==> src/rtl/cdr_pkg.sv <==
// Shared CDR delay-line definitions: default geometry, tap-width derivation
// and the decoded phase-detector command used by the tap counter.
package cdr_pkg;

  localparam int DEPTH_DEFAULT    = 16;
  localparam int INIT_TAP_DEFAULT = DEPTH_DEFAULT / 2;

  typedef enum logic [1:0] {
    CMD_HOLD = 2'b00,
    CMD_UP   = 2'b01,
    CMD_DOWN = 2'b10
  } tap_cmd_e;

  function automatic int tap_width(input int depth);
    return (depth > 1) ? $clog2(depth) : 1;
  endfunction

  // Conflicting or absent requests both collapse to HOLD.
  function automatic tap_cmd_e decode_cmd(input logic sr, input logic sl);
    tap_cmd_e cmd;
    case ({sr, sl})
      2'b10:   cmd = CMD_UP;
      2'b01:   cmd = CMD_DOWN;
      default: cmd = CMD_HOLD;
    endcase
    return cmd;
  endfunction

endpackage

==> src/rtl/delay_tap_counter.sv <==
// Saturating up/down tap pointer for the delay line; moves one stage per
// clock on sr/sl and never wraps.
module delay_tap_counter
  import cdr_pkg::*;
#(
  parameter int DEPTH    = DEPTH_DEFAULT,
  parameter int INIT_TAP = INIT_TAP_DEFAULT,
  parameter int TAP_W    = tap_width(DEPTH)
) (
  input  logic             clk,
  input  logic             rst,
  input  logic             sr,
  input  logic             sl,
  output logic [TAP_W-1:0] tap
);

  localparam logic [TAP_W-1:0] TAP_MAX  = TAP_W'(DEPTH - 1);
  localparam logic [TAP_W-1:0] TAP_INIT = TAP_W'(INIT_TAP);
  localparam logic [TAP_W-1:0] TAP_ZERO = TAP_W'(0);
  localparam logic [TAP_W-1:0] TAP_ONE  = TAP_W'(1);

  tap_cmd_e         cmd_s;
  logic [TAP_W-1:0] tap_d;
  logic [TAP_W-1:0] tap_q;

  always_comb begin
    cmd_s = decode_cmd(sr, sl);
    tap_d = tap_q;
    case (cmd_s)
      CMD_UP: begin
        if (tap_q < TAP_MAX) tap_d = tap_q + TAP_ONE;
        else                 tap_d = tap_q;
      end
      CMD_DOWN: begin
        if (tap_q > TAP_ZERO) tap_d = tap_q - TAP_ONE;
        else                  tap_d = tap_q;
      end
      default: tap_d = tap_q;
    endcase
  end

  always_ff @(posedge clk) begin
    if (!rst) tap_q <= TAP_INIT;
    else      tap_q <= tap_d;
  end

  assign tap = tap_q;

endmodule

==> src/rtl/shinnu_delay_line_controller.sv <==
// Tapped delay line for the PRN CDR loop: din shifts through DEPTH stages and
// dout selects the stage addressed by the phase-detector-steered tap pointer.
module shinnu_delay_line_controller
  import cdr_pkg::*;
#(
  parameter int DEPTH    = DEPTH_DEFAULT,
  parameter int INIT_TAP = DEPTH / 2
) (
  input  logic clk,
  input  logic rst,
  input  logic sr,
  input  logic sl,
  input  logic din,
  output logic dout
);

  localparam int TAP_W = tap_width(DEPTH);

  logic [DEPTH-1:0] line_d;
  logic [DEPTH-1:0] line_q;
  logic [TAP_W-1:0] tap;

  delay_tap_counter #(
    .DEPTH    (DEPTH),
    .INIT_TAP (INIT_TAP),
    .TAP_W    (TAP_W)
  ) u_tap (
    .clk (clk),
    .rst (rst),
    .sr  (sr),
    .sl  (sl),
    .tap (tap)
  );

  always_comb begin
    line_d = {line_q[DEPTH-2:0], din};
  end

  always_ff @(posedge clk) begin
    if (!rst) line_q <= {DEPTH{1'b0}};
    else      line_q <= line_d;
  end

  // Tap moves are not flushed through the line, so dout may repeat or skip a bit.
  assign dout = line_q[tap];

endmodule

==> config.mk <==
export PLATFORM = sky130hd
export DESIGN_NAME = shinnu_delay_line_controller
export DESIGN_NICKNAME = d
export VERILOG_FILES = /design/src/rtl/cdr_pkg.sv /design/src/rtl/delay_tap_counter.sv /design/src/rtl/shinnu_delay_line_controller.sv
export SDC_FILE = /design/constraint.sdc
export NUM_CORES = 1
export LEC_CHECK = 0
export CORE_MARGIN = 2
export CORE_UTILIZATION = 35
export DETAILED_ROUTE_END_ITERATION = 6
export PLACE_DENSITY = 0.63
export SYNTH_ARGS = -nofsm -noshare
export SYNTH_HDL_FRONTEND = slang
export SYNTH_SLANG_ARGS = --single-unit
==> constraint.sdc <==
create_clock -name clk -period 3.03 [get_ports clk]
set_input_delay 0.4545 -clock clk [delete_from_list [all_inputs] [get_ports clk]]
set_output_delay 0.4545 -clock clk [all_outputs]
set_load 0.02 [all_outputs]
; ---- Yosys cells after proc, flatten, opt, wreduce, memory -nomap -nowiden
; Cells that the tools add are included.
[classes]
add_sub_neg = 2
n_lt_le_gt_ge = 3
eq_ne = 6
mux = 6
n_reduce_logical = 2
[op_table]
columns = op, n
row1 = $mux W4, 2
row2 = $pmux W4 S2, 1
row3 = $lt A4 B5 Y1 const B, 1
row4 = $add A4 B1 Y4 const B, 1
row5 = $bmux W1 S4, 1
row6 = $eq A2 B1 Y1 const B, 2
row7 = $eq A2 B2 Y1 const B, 2
row8 = $gt A4 B1 Y1 const B, 1
row9 = $lt A4 B4 Y1 const B, 1
row10 = $ne A2 B1 Y1 const B, 2
row11 = $pmux W2 S2, 1
row12 = $sub A4 B1 Y4 const B, 1
row13 = $reduce_and A3 Y1, 1
row14 = $reduce_bool A2 Y1, 1
row15 = $mux W1, 1
[totals]
ff_bits = 20
in_bits = 5
out_inout_bits = 1
wordCells = 21

; ---- Logic depth before layout (Yosys ltp)
[depth]
depth_word = 5
depth_mapped = 8
ltp_nobuf = 8

; ---- Cells and area by module
; Synthesis repeated with hierarchy kept, for this count alone.
[hier_totals]
cells_unflattened = 70
hier_area_um2 = 819.5
[modules_own_cells]
columns = mod, instances, cells_per_inst, area_each_um2, seq_area_each_um2
row1 = shinnu_delay_line_controller, 1, 40, 559.3, 320.3
row2 = delay_tap_counter, 1, 30, 260.2, 80.1

; ---- Worst setup path after synthesis
; Ideal clock, no wire load.
[synth_path]
path_kind = flip-flop to output port
start = reg u_tap.tap_q[0] (netlist: u_tap.tap[0])
end = out dout
t_arrival_ps = 1507
required_ps = 2575
slack_ps = 1068
path_stages_with_launch = 4
n_path_buf = 1
path_cell_list = dfxtp_1 buf_4 mux4_2 mux4_2
[synth_via]
elab_chain_len = 2
[synth_lines]
columns = item, line
row1 = from (decl), delay_tap_counter.sv:24  ; logic [TAP_W-1:0] tap_q;
row2 = from (signal assigned), delay_tap_counter.sv:44  ; else tap_q <= tap_d;
row3 = $bmux W1 S4, shinnu_delay_line_controller.sv:45  ; assign dout = line_q[tap];
row4 = $mux W1 (implied by the code), shinnu_delay_line_controller.sv:45
row5 = to (decl), shinnu_delay_line_controller.sv:14  ; output logic dout
; No other way between the ends. The select of a mux whose other input is x is not followed.

; ---- Final worst setup path
; Ends and elaborated chain as after synthesis.

==> impl_metrics.env <==
export IMPL_status="completed"
export IMPL_placed_area_um2=936
export IMPL_antenna_found_initial=0
export IMPL_drtIter0Drc=2
export IMPL_fin_crit_sh_pct=91.3
export IMPL_yosysSeqAreaShare_pct=46.1
export IMPL_n_antenna_cell=0
export IMPL_gp_congestion=0.662
export IMPL_min_path_type="flip-flop to flip-flop"
export IMPL_nFillCells=235
export IMPL_die_y_um=53.8
export IMPL_fin_skew_ps=4.52
export IMPL_setup_viol=0
export IMPL_max_vdd_ir_drop_v=0.000362
export IMPL_viasPerCell=4.86
export IMPL_finalWirelength_um=1300
export IMPL_cts_max_level=1
export IMPL_cts_tree="done"
export IMPL_hold_violations=0
export IMPL_drc=0
export IMPL_core_um2=2410
export IMPL_die_x_um=53.8
export IMPL_synth_top_cell_area_share_pct=46.1
export IMPL_clock_latency_ps=290
export IMPL_wl_per_cell_um=11.7
export IMPL_ys_warn_count=0
export IMPL_endpoint_kind="output pin"
export IMPL_antenna_left=0
export IMPL_maxCapViolations=0
export IMPL_hpwl_um=952
export IMPL_drive_gt1_share_pct=14.8
export IMPL_synth_nets=86
export IMPL_ctsHoldBuffers=0
export IMPL_first_global_vias=489
export IMPL_dr_pass1_iters=4
export IMPL_grt_max_degree=22
export IMPL_worstMarginPinSlew_ps=555
export IMPL_worstPathArrival_ps=2310
export IMPL_path_class="flip-flop to output pin"
export IMPL_tns_ps=0
export IMPL_fin_util_pct=39.8
export IMPL_root_buffer="clkbuf_4"
export IMPL_power_mw=0.461
export IMPL_post_route_cell_area_um2=960
export IMPL_p_leak_nw=0.391
export IMPL_port_buffers=5
export IMPL_worst_slack_ps=264
export IMPL_cts_buffers=3
export IMPL_syn_cell_area_um2=868
export IMPL_grt_pass1_wl_um=2170
export IMPL_min_period_ps=2770
export IMPL_drv_slew=0
export IMPL_fin_nets=92
export IMPL_netlist_instances=77
export IMPL_max_freq_mhz=361
export IMPL_synth_seq_cells=20
export IMPL_vias=539
export IMPL_critical_path_required_ps=2580
export IMPL_cp_max_fo=10
export IMPL_syn_area_per_cell_um2=11.3
export IMPL_num_rows=18
export IMPL_synthDistinctLibCells=27
export IMPL_yosys_area_top_type="dfxtp_1"
export IMPL_dp_slack_ps=415
export IMPL_synth_area_leaders="dfxtp_1 46%, mux4_2 13%, and2_1 12%"
export IMPL_globalRouteOverflowTotal=0
export IMPL_start_kind="flip-flop"
export IMPL_ios=6
export IMPL_rsz0062_at_grt="false"
export IMPL_clockBufferDepth=2
export IMPL_start_util_pct=36.0
export IMPL_fp_dieArea_um2=2900
export IMPL_slew_headroom_pct=62.9
export IMPL_p_per_area_nw_per_um2=480
export IMPL_grt_use_total_pct=10.6
export IMPL_cts_sinks=20
export IMPL_syn_to_final_growth_pct=10.5
export IMPL_path_clk_slew_ps=100
[repair_timing]
action | 4_1_cts | 5_1_grt
setup endpoints to repair | 0 | 1
buffers inserted | 0 | 0
gates resized for setup | 0 | 1
[worst paths after layout]
kind | slack [ps] | from | endpoint | cells after the start
worst min-delay path | 460 | line_q[8] | line_q[9] | 1
worst max-delay path | 260 | u_tap.tap[0] | dout | 3
worst min register to register | 460 | line_q[8] | line_q[9] | 1
worst max register to register | 1350 | u_tap.tap[1] | u_tap.tap[2] | 6
[power by group]
group / total, mW / switching, mW / internal, mW / leakage [nW]
clock network: 0.117 / 0.0703 / 0.0463 / 0.0138
registers: 0.289 / 0.0166 / 0.272 / 0.163
logic: 0.0560 / 0.0233 / 0.0326 / 0.215
[metal layers]
layer	wire length (um)	share of wire (%)	GRT usage [%]	vias up
met1	654	50	15.6	253
met2	580	45	14.4	10
met5	0	0	0	-
met4	19	1.5	5.13	0
li1	-	-	-	274
met3	48	3.7	2.50	2
[cell usage in the layout (no fill, tap or decap)]
| cell | Yosys | final |
|---|---|---|
| dfxtp_1 | 20 | 19 |
| and2_1 | 16 | 16 |
| mux4_2 | 5 | 5 |
| clkdlybuf4s50_1 | 0 | 5 |
| ha_1 | 4 | 4 |
| xor2_1 | 3 | 3 |
| inv_1 | 3 | 3 |
| nand2_1 | 3 | 3 |
| clkbuf_4 | 0 | 3 |
| o21ai_0 | 2 | 2 |
| a21oi_1 | 2 | 2 |
| nor2b_1 | 1 | 1 |
| and3b_1 | 1 | 1 |
| nor4b_2 | 1 | 1 |
| nand3_1 | 1 | 1 |
| nor2_1 | 1 | 1 |
| a21o_1 | 1 | 1 |
| a211oi_1 | 1 | 1 |
| mux2_2 | 1 | 1 |
| o31a_1 | 1 | 1 |
| nor3_1 | 1 | 1 |
| o21a_1 | 1 | 1 |
| nand2b_1 | 1 | 1 |
| o311a_1 | 1 | 1 |
| or2_2 | 1 | 1 |
| a21boi_0 | 1 | 1 |
| dfxtp_2 | 0 | 1 |
[sequential cells by signal (all words and copies together), names as in the netlist]
name and cells:
line_q 16, u_tap.tap 4
[per-stage QoR]
stage / std cells / hold WS, ps
2_1_floorplan: 77 / 424
3_3_place_gp: 108 / 440
3_5_place_dp: 108 / 443
4_1_cts: 111 / 466
5_1_grt: 111 / 478
6_report: 111 / 462
[cell type report]
| cell class | instances | area, um^2 | area share, % |
|---|---|---|---|
| timing repair buffer | 5 | 50.0 | 5.22 |
| tap | 30 | 37.5 | 3.91 |
| clock buffer | 3 | 22.5 | 2.35 |
| multi-input combinational | 50 | 437 | 45.5 |
| inverter | 3 | 11.3 | 1.17 |
| sequential | 20 | 402 | 41.9 |
[cell usage after synthesis (all sizes together)]
cell type / count
nor4b: 1
or2: 1
xor2: 3
a21o: 1
ha: 4
a211oi: 1
o31a: 1
nor2b: 1
nand3: 1
inv: 3
mux4: 5
nand2: 3
and2: 16
buf: 2
nor3: 1
nand2b: 1
clkbuf: 2
mux2: 1
nor2: 1
and3b: 1
dfxtp: 20
o311a: 1
a21oi: 2
o21ai: 2
a21boi: 1
o21a: 1
[worst max-delay path, cell delays in order (launching register included)]
cell and delay (ps):
dfxtp_2 470, mux4_2 530, mux4_2 470, clkdlybuf4s50_1 550
[kinds of logic (layout without fill, tap and decap cells)]
group,Yosys count,after routing,share of synthesized area [%]
AND/OR/NAND/NOR,27,27,19.3
buffers and inverters,7,11,3.60
XOR/XNOR,3,3,3.03
adder cells (fa/ha/maj),4,4,5.76
multiplexers,6,6,14.3
AO/OA/AOI/OAI,10,10,7.93
flip-flops,20,20,46.1
Power figures use the tool's default switching activity.
